`config.mk`:
```
export PLATFORM = sky130hd
export DESIGN_NAME = pc_sequencer
export DESIGN_NICKNAME = d
export VERILOG_FILES = /design/src/rtl/pc_pkg.sv /design/src/rtl/pc_redirect_buf.sv /design/src/rtl/pc_sequencer.sv
export SDC_FILE = /design/constraint.sdc
export NUM_CORES = 1
export LEC_CHECK = 0
export CORE_MARGIN = 2
export CORE_UTILIZATION = 46
export CTS_BUF_LIST = sky130_fd_sc_hd__clkbuf_8
export DETAILED_ROUTE_END_ITERATION = 7
export GPL_TIMING_DRIVEN = 0
export PLACE_DENSITY = 0.83
export SLEW_MARGIN = 20
export SYNTH_ARGS = -nofsm -noshare
export SYNTH_HDL_FRONTEND = slang
export SYNTH_SLANG_ARGS = --single-unit
```
`constraint.sdc`:
```
create_clock -name clk -period 2.4 [get_ports clk]
set_clock_uncertainty 0.15 [all_clocks]
set_input_delay 0.6 -clock clk [delete_from_list [all_inputs] [get_ports clk]]
set_output_delay 0.6 -clock clk [all_outputs]
set_load 0.05 [all_outputs]
```
`src/rtl/pc_pkg.sv`:
```
// Shared definitions for the fetch-stage PC sequencer.
// Reset/exception vector defaults and the redirect-source encoding.
package pc_pkg;

    localparam logic [31:0] RESET_VEC_DEF = 32'h0000_3000;
    localparam logic [31:0] EXC_VEC_DEF   = 32'h0000_4180;

    typedef enum logic [1:0] {
        SRC_EXC  = 2'd0,
        SRC_ERET = 2'd1,
        SRC_BR   = 2'd2,
        SRC_JMP  = 2'd3
    } src_e;

endpackage

```
`src/rtl/pc_redirect_buf.sv`:
```
// One-entry pending-redirect buffer.
// Keeps a redirect seen during a stall until fetch can take it.
module pc_redirect_buf
    import pc_pkg::*;
#(
    parameter int WIDTH = 32
) (
    input  logic             clk,
    input  logic             reset,
    input  logic             capture,
    input  logic             clear,
    input  logic [WIDTH-1:0] target_in,
    output logic             valid,
    output logic [WIDTH-1:0] target
);

    // Clear wins; a capture overwrites any older entry.
    always_ff @(posedge clk or negedge reset) begin
        if (!reset) begin
            valid  <= 1'b0;
            target <= '0;
        end else if (clear) begin
            valid  <= 1'b0;
        end else if (capture) begin
            valid  <= 1'b1;
            target <= target_in;
        end
    end

endmodule

```
`src/rtl/pc_sequencer.sv`:
```
// Program-counter sequencer for the fetch stage.
// Priority redirect select, next-PC mux and the PC register.
module pc_sequencer
    import pc_pkg::*;
#(
    parameter int               WIDTH      = 32,
    parameter logic [WIDTH-1:0] RESET_VEC  = WIDTH'(RESET_VEC_DEF),
    parameter logic [WIDTH-1:0] EXC_VEC    = WIDTH'(EXC_VEC_DEF),
    parameter int               INC        = 4,
    parameter int               ALIGN_BITS = 2
) (
    input  logic             clk,
    input  logic             reset,
    input  logic             stall,
    input  logic             exc_req,
    input  logic             eret_req,
    input  logic [WIDTH-1:0] epc,
    input  logic             br_taken,
    input  logic [WIDTH-1:0] br_target,
    input  logic             jmp_req,
    input  logic [WIDTH-1:0] jmp_target,
    output logic [WIDTH-1:0] pc,
    output logic [WIDTH-1:0] pc_plus,
    output logic             pend_valid,
    output logic             misalign
);

    src_e             sel_src;
    logic [WIDTH-1:0] sel_tgt;
    logic             any_req;
    logic [WIDTH-1:0] pend_target;
    logic [WIDTH-1:0] pc_next;
    logic             buf_capture;
    logic             buf_clear;

    assign any_req  = eret_req | br_taken | jmp_req;
    assign pc_plus  = pc + WIDTH'(INC);
    assign misalign = |pc[ALIGN_BITS-1:0];

    // Highest-priority request and its target.
    always_comb begin
        sel_src = SRC_JMP;
        if (exc_req)       sel_src = SRC_EXC;
        else if (eret_req) sel_src = SRC_ERET;
        else if (br_taken) sel_src = SRC_BR;
        case (sel_src)
            SRC_EXC:  sel_tgt = EXC_VEC;
            SRC_ERET: sel_tgt = epc;
            SRC_BR:   sel_tgt = br_target;
            default:  sel_tgt = jmp_target;
        endcase
    end

    // Next-PC selection and pending-buffer control.
    always_comb begin
        pc_next     = pc_plus;
        buf_capture = 1'b0;
        buf_clear   = 1'b0;
        if (exc_req) begin
            pc_next   = EXC_VEC;
            buf_clear = 1'b1;
        end else if (stall) begin
            pc_next     = pc;
            buf_capture = any_req;
        end else if (any_req) begin
            pc_next   = sel_tgt;
            buf_clear = 1'b1;
        end else if (pend_valid) begin
            pc_next   = pend_target;
            buf_clear = 1'b1;
        end
    end

    // PC register.
    always_ff @(posedge clk or negedge reset) begin
        if (!reset) pc <= RESET_VEC;
        else        pc <= pc_next;
    end

    pc_redirect_buf #(
        .WIDTH (WIDTH)
    ) u_buf (
        .clk       (clk),
        .reset     (reset),
        .capture   (buf_capture),
        .clear     (buf_clear),
        .target_in (sel_tgt),
        .valid     (pend_valid),
        .target    (pend_target)
    );

endmodule

```
==> qor.txt, run 1 <==
Vias: 5758
Max_cap viols: 0
CP startpoint kind: register
Initial Util: 0.471
Clk sink count: 65
Total gr overflow: 0
Hold Violations, Final: 0
Fillers: 601
Slew HR: 0.531
Final Cycle Share: 1.26
CTS root buf: clkbuf_8
Endpoints failing setup: 25
Max Slew Vio Count: 0
Netlist Area Pre-Place: 4580 um^2
Pwr/cell area: 433 nW/um^2
Yosys reg bits: 65
Actual slew at the worst max-slew pin: 0.695 ns
Die ar.: 10800 um^2
Synth Area per Inst: 8.84 um^2
Max clock buf depth: 2
Status: finished with violations
Placed cells: 817
Total Routing Usage GR: 0.357
Seq. cell area: 1670 um^2
CTS buffer count: 9
Post-synth net total: 622
Area delta synth->final: 74.1%
Core Box Area: 9730 um^2
CTS H-Tree Depth: 3
Critical path arrival: 2.27 ns
RSZ-0062 raised after global routing: yes
Synth Instances: 518
N_diodes: 0
Nets: 866
Fraction of registers with async set/reset: 1.00
CTS tree: done
First-pass GRT wire length: 30.4 mm
Largest net degree at the start of global routing: 53
Synth top area cells: dfrtp_1, mux2_2, o21ai_0
Synth Flop Type: dfrtp_1
Top-count cell post-synth: dfrtp_1
Failing checks: negative setup slack
DRT antenna net count: 0
YS warnings: 0
Slack of the critical path: -0.620 ns
Post-synthesis sequential area ratio: 0.356
Area of the multi-input gates: 3430 um^2
Clock insertion delay at the later pin of the skew report: 0.36 ns
Port Buffers: 165
I/O pin cnt: 169
Share of cells above drive strength 1: 0.360
Setup TNS: -8.79 ns
Crit. End Element: output pin
Pre-antenna DRT Iters: 6
Die width: 104 um
EDFF count, synth: 0
Crit Path Max Fanout: 4
DR WL/cell: 23.4 um
Final min period: 3.02 ns
Via-per-instance ratio: 6.40
Die H: 104 um
Gpl congestion: 0.934
CTS clk-pin slew, worst paths: 0.07 ns
Top achievable clock speed: 0.331 GHz
Post-synth cell types: 68
Initial DRC count: 595
CP max stage cell: dfstp_4
Post-Layout Cell Count: 900
Dpl hpwl: 13.0 mm
Worst min-delay path class: reg2reg
Top cell type's share of synthesized area: 0.344
Peak per-stage delay on the critical path: 0.65 ns
Vias in the first global route: 5590
Maximum vdd drop: 0.264 mV
Most frequent cell on the critical path: buf_6
DRC violation count after routing: 0
Kind of critical path: reg2out
Row count: 36
Final WL: 21.1 mm
Worst-path cell chain: nand3_4 > nor2_1 > nand4_1 > buf_6 > xnor2_4 > buf_6
Worst EP required: 1.65 ns
Leak Pwr: 3.48 nW
Most frequent cells after synthesis: dfrtp_1, o21ai_0, nand2_1, nor2_1, mux2_2
Antenna violations before repair: 0
Area leader, netlist: dfrtp_1
[metal layers]
layer	up-vias	GRT usage	share of wire
met3	100	0.0667	0.099
li1	2427	-	-
met5	-	0	0
met1	2762	0.454	0.38
met2	469	0.592	0.47
met4	0	0.165	0.051
[flip-flops by register name, indices dropped and copies added (netlist names)]
name,flops
pc,32
u_buf.target,32
u_buf.valid,1
[layout make-up]
type | count | share of cell area
Multi-Input combinational cell | 404 | 0.430
Timing Repair Buffer | 233 | 0.283
Sequential cell | 65 | 0.209
Buffer | 41 | 0.0328
Tap cell | 133 | 0.0209
Clock buffer | 9 | 0.0155
Clock inverter | 7 | 0.00487
Inverter | 8 | 0.00377
[cell families after synthesis]
kind of cell | synth area share
AOI/OAI and AO/OA | 0.257
DFF | 0.356
muxes | 0.108
xor gates and xnor gates | 0.0516
adders and majority gates | 0.00273
and+or+nand+nor | 0.172
buffers and inverters | 0.0522
[critical path, delay by kind of cell, from the launching register on]
family | cells | cell delay [ns]
xor+xnor | 1 | 0.12
buf+inv | 2 | 0.38
flops | 1 | 0.65
simple gates | 3 | 0.76
[placed cells by master (no fill, tap or decap), drive strengths merged, types with 22 or more instances in the layout]
cell           instances
clkdlybuf4s50        103
o21ai                 62
dfrtp                 63
clkbuf                29
xnor2                 22
dlygate4sd2           28
nand2                 53
buf                  119
nor2                  34
mux2                  29
[path summary, 6_finish.rpt]
check	end	slack, ns	cells past startpoint	from
min in group asynchronous	pc[1]$_DFFE_PN0P_	0.49	2	reset
setup / recovery	pc_plus[20]	-0.62	6	pc[12]$_DFFE_PN1P_
setup reg to reg	pc[20]$_DFFE_PN0P_	0.06	7	pc[12]$_DFFE_PN1P_
max in group asynchronous	pc[12]$_DFFE_PN1P_	1.01	3	reset
hold reg to reg	u_buf.target[20]$_DFFE_PN0P_	0.33	2	u_buf.target[20]$_DFFE_PN0P_
hold / removal	u_buf.target[20]$_DFFE_PN0P_	0.33	2	u_buf.target[20]$_DFFE_PN0P_
[metrics by stage]
step	hold slack, ns	area [um^2]	total power (W)	setup WS (ns)	utilization
after floorplan	0.154	5070	0.00200	-0.292	-
after global placement	0.304	6890	0.00245	-2.07	0.708
after CTS	0.327	7750	0.00334	-0.405	0.797
after global routing	0.353	7970	0.00354	-0.663	0.819
final	0.330	7970	0.00345	-0.620	0.819
after detailed placement	0.312	6920	0.00248	-1.13	0.711
[where the power goes]
part | total [W] | switching [W] | internal (W)
Clock | 0.000864 | 0.000499 | 0.000364
Sequential | 0.00132 | 0.000115 | 0.00121
Combinational | 0.00126 | 0.000722 | 0.000543
[what timing repair did]
| item | 4_1_cts | 5_1_grt |
|---|---|---|
| cloned | 1 | 0 |
| hold endpoints to repair | 12 | 0 |
| hold buffers | 1 | 0 |
| pin swaps | 33 | 24 |
| resized for setup | 285 | 39 |
| buffers inserted | 47 | 22 |
| setup endpoints to repair | 77 | 82 |
Power figures use the tool's default switching activity.
==> run 2: changes to the inputs <==
- CORE_MARGIN: 2 -> default
- clock period: 2.4 -> 2.78 ns (I/O delays scaled with it)
==> qor.txt, run 2 (same netlist as run 1, synthesis figures left out) <==
Util after Layout: 0.772 (was 0.819)
Kind of critical path: reg2out (unchanged)
Biggest regs: pc x32, u_buf.target x32, u_buf.valid x1 (unchanged)
Row count: 36 (unchanged)
DRT antenna net count: 0 (unchanged)
Max Slew Vio Count: 0 (unchanged)
First-pass GRT wire length: 26.4 mm (was 30.4 mm)
Commonest non-fill, non-tap cell in the layout: clkdlybuf4s50_1 (unchanged)
Fillers: 649 (was 601)
Worst-path cell chain: nand3_4 > nor3_4 > buf_6 > nand4_1 > xnor2_4 > buf_6 (was nand3_4 > nor2_1 > nand4_1 > buf_6 > xnor2_4 > buf_6)
Worst min-delay path class: in2async (was reg2reg)
RSZ-0062 raised after global routing: yes (unchanged)
Via-per-instance ratio: 6.23 (was 6.40)
Gpl congestion: 0.904 (was 0.934)
Final min period: 2.97 ns
Placed cells: 817 (unchanged)
Hold Violations, Final: 0 (unchanged)
I/O pin cnt: 169 (unchanged)
Worst r2r path cells: 6 (was 7)
N_diodes: 0 (unchanged)
Post-Layout Cell Count: 880 (was 900)
Hold buffer count at CTS: 0 (was 1)
Core Box Area: 9730 um^2 (unchanged)
Vias in the first global route: 5137 (was 5590)
Most frequent cells in the layout: clkdlybuf4s50_1, o21ai_0, nand2_1 (was clkdlybuf4s50_1, o21ai_0, buf_4)
CTS buffer count: 9 (unchanged)
Pre-CTS WS: -0.799 ns (was -1.13 ns)
CTS root buf: clkbuf_8 (unchanged)
Worst setup path endpoint: pc_plus[21] (was pc_plus[20])
Die width: 102 um (was 104 um)
Peak per-stage delay on the critical path: 0.64 ns (was 0.65 ns)
Critical R2R Launch: u_buf.valid$_DFFE_PN0P_ (was pc[12]$_DFFE_PN1P_)
Crit path buffers/inverters: 2 (unchanged)
Reg2reg setup slack: 0.41 ns (was 0.06 ns)
CP max stage cell: dfstp_4 (unchanged)
Initial DRC count: 493 (was 595)
Max clock buf depth: 2 (unchanged)
Endpoints failing setup: 19 (was 25)
Worst hold slack: 0.0839 ns (was 0.330 ns)
Die H: 102 um (was 104 um)
Area delta synth->final: 64.0% (was 74.1%)
Pwr Total: 0.00294 W (was 0.00345 W)
Total gr overflow: 0 (unchanged)
Maximum vdd drop: 0.261 mV (was 0.264 mV)
Nets: 847 (was 866)
RR Endpoint: pc[4]$_DFFE_PN0P_ (was pc[20]$_DFFE_PN0P_)
Worst EP required: 1.93 ns (was 1.65 ns)
Vias: 5481 (was 5758)
Leak Pwr: 3.20 nW (was 3.48 nW)
Top Family by Delay on Critical Path: flip-flops (was simple AND/OR/NAND/NOR gates)
Pre-antenna DRT Iters: 8 (was 6)
CTS tree: done (unchanged)
Max_cap viols: 0 (unchanged)
Clock insertion delay at the later pin of the skew report: 0.36 ns (about the same)
Total Routing Usage GR: 0.338 (was 0.357)
Antenna violations before repair: 0 (unchanged)
DRC violation count after routing: 0 (unchanged)
Crit. End Element: output pin (unchanged)
Share of cells above drive strength 1: 0.307 (was 0.360)
Largest net degree at the start of global routing: 41 (was 53)
Crit Path Max Fanout: 5 (was 4)
Actual slew at the worst max-slew pin: 0.835 ns (was 0.695 ns)
Critical path depth in cells: 6 (unchanged)
Final Cycle Share: 1.07
CTS clk-pin slew, worst paths: 0.08 ns (was 0.07 ns)
Slack of the critical path: -0.188 ns (was -0.620 ns)
Clk sink count: 65 (unchanged)
CTS H-Tree Depth: 3 (unchanged)
CP startpoint kind: register (unchanged)
Failing checks: negative setup slack (unchanged)
DR WL/cell: 21.0 um (was 23.4 um)
Slew HR: 0.441 (was 0.531)
Dpl hpwl: 12.4 mm (was 13.0 mm)
Top achievable clock speed: 0.337 GHz
Critical path arrival: 2.12 ns (was 2.27 ns)
Final WL: 18.4 mm (was 21.1 mm)
Die ar.: 10400 um^2 (was 10800 um^2)
CP startpoint: pc[13]$_DFFE_PN1P_ (was pc[12]$_DFFE_PN1P_)
Initial Util: 0.471 (unchanged)
Most frequent cell on the critical path: buf_6 (unchanged)
Port Buffers: 165 (unchanged)
Pwr/cell area: 391 nW/um^2 (was 433 nW/um^2)
Status: finished with violations (unchanged)
run 2: cell count changes in the layout (fill, tap and decap cells not counted), moves of 7 or more:
| cell | delta |
|---|---|
| dlygate4sd2_1 | -24 |
| xnor2_4 | -9 |
| buf_4 | -9 |
| xnor2_2 | +7 |
| clkdlybuf4s50_1 | +31 |
| buf_6 | -15 |
run 2: final cells by class:
class | instances | area (um^2) | area share
inverters | 8 | 30.0 | 0.00400
clock inverters | 3 | 11.3 | 0.00150
plain buffers | 40 | 224 | 0.0298
flip-flops and latches | 65 | 1660 | 0.221
well taps | 133 | 166 | 0.0222
repair buffers | 215 | 2080 | 0.277
multi-input cells | 404 | 3170 | 0.422
clock buffers | 12 | 165 | 0.0220
run 2: worst min path at each step:
| stage | from | to | slack [ns] | cells after the start |
|---|---|---|---|---|
| global route | reset | pc[24]$_DFFE_PN0P_ | 0.13 | 1 |
| detailed placement | u_buf.target[18]$_DFFE_PN0P_ | u_buf.target[18]$_DFFE_PN0P_ | 0.31 | 2 |
| floorplan | reset | pc[0]$_DFFE_PN0P_ | 0.25 | 0 |
| global placement | u_buf.target[8]$_DFFE_PN0P_ | u_buf.target[8]$_DFFE_PN0P_ | 0.30 | 2 |
| CTS | reset | pc[24]$_DFFE_PN0P_ | 0.12 | 1 |
| finish | reset | u_buf.valid$_DFFE_PN0P_ | 0.08 | 1 |
run 2: power by group:
group	internal (W)	leakage [nW]	switching (W)
clock	0.000383	0.102	0.000381
sequential	0.00104	0.813	0.000102
combinational	0.000447	2.29	0.000581
run 2: per-stage QoR:
| stage | TNS [ns] | cell area, um^2 |
|---|---|---|
| 2_1_floorplan | -0.0115 | 4900 |
| 3_3_place_gp | -102.16 | 6720 |
| 3_5_place_dp | -19.28 | 6730 |
| 4_1_cts | -0.444 | 7200 |
| 5_1_grt | -2.42 | 7510 |
| 6_report | -1.47 | 7510 |
run 2: what timing repair did:
item                       CTS  global route
setup endpoints to repair   30            36
buffers inserted            28            21
gates resized for setup    182            57
gates cloned                 0             0
pin swaps                   17            14
run 2: metal layers:
metal	vias up	routed length [um]	GRT usage
met3	65	1850	0.0642
met1	2619	6920	0.438
met4	0	612	0.135
met5	-	0	0
met2	419	9060	0.555
li1	2378	-	-
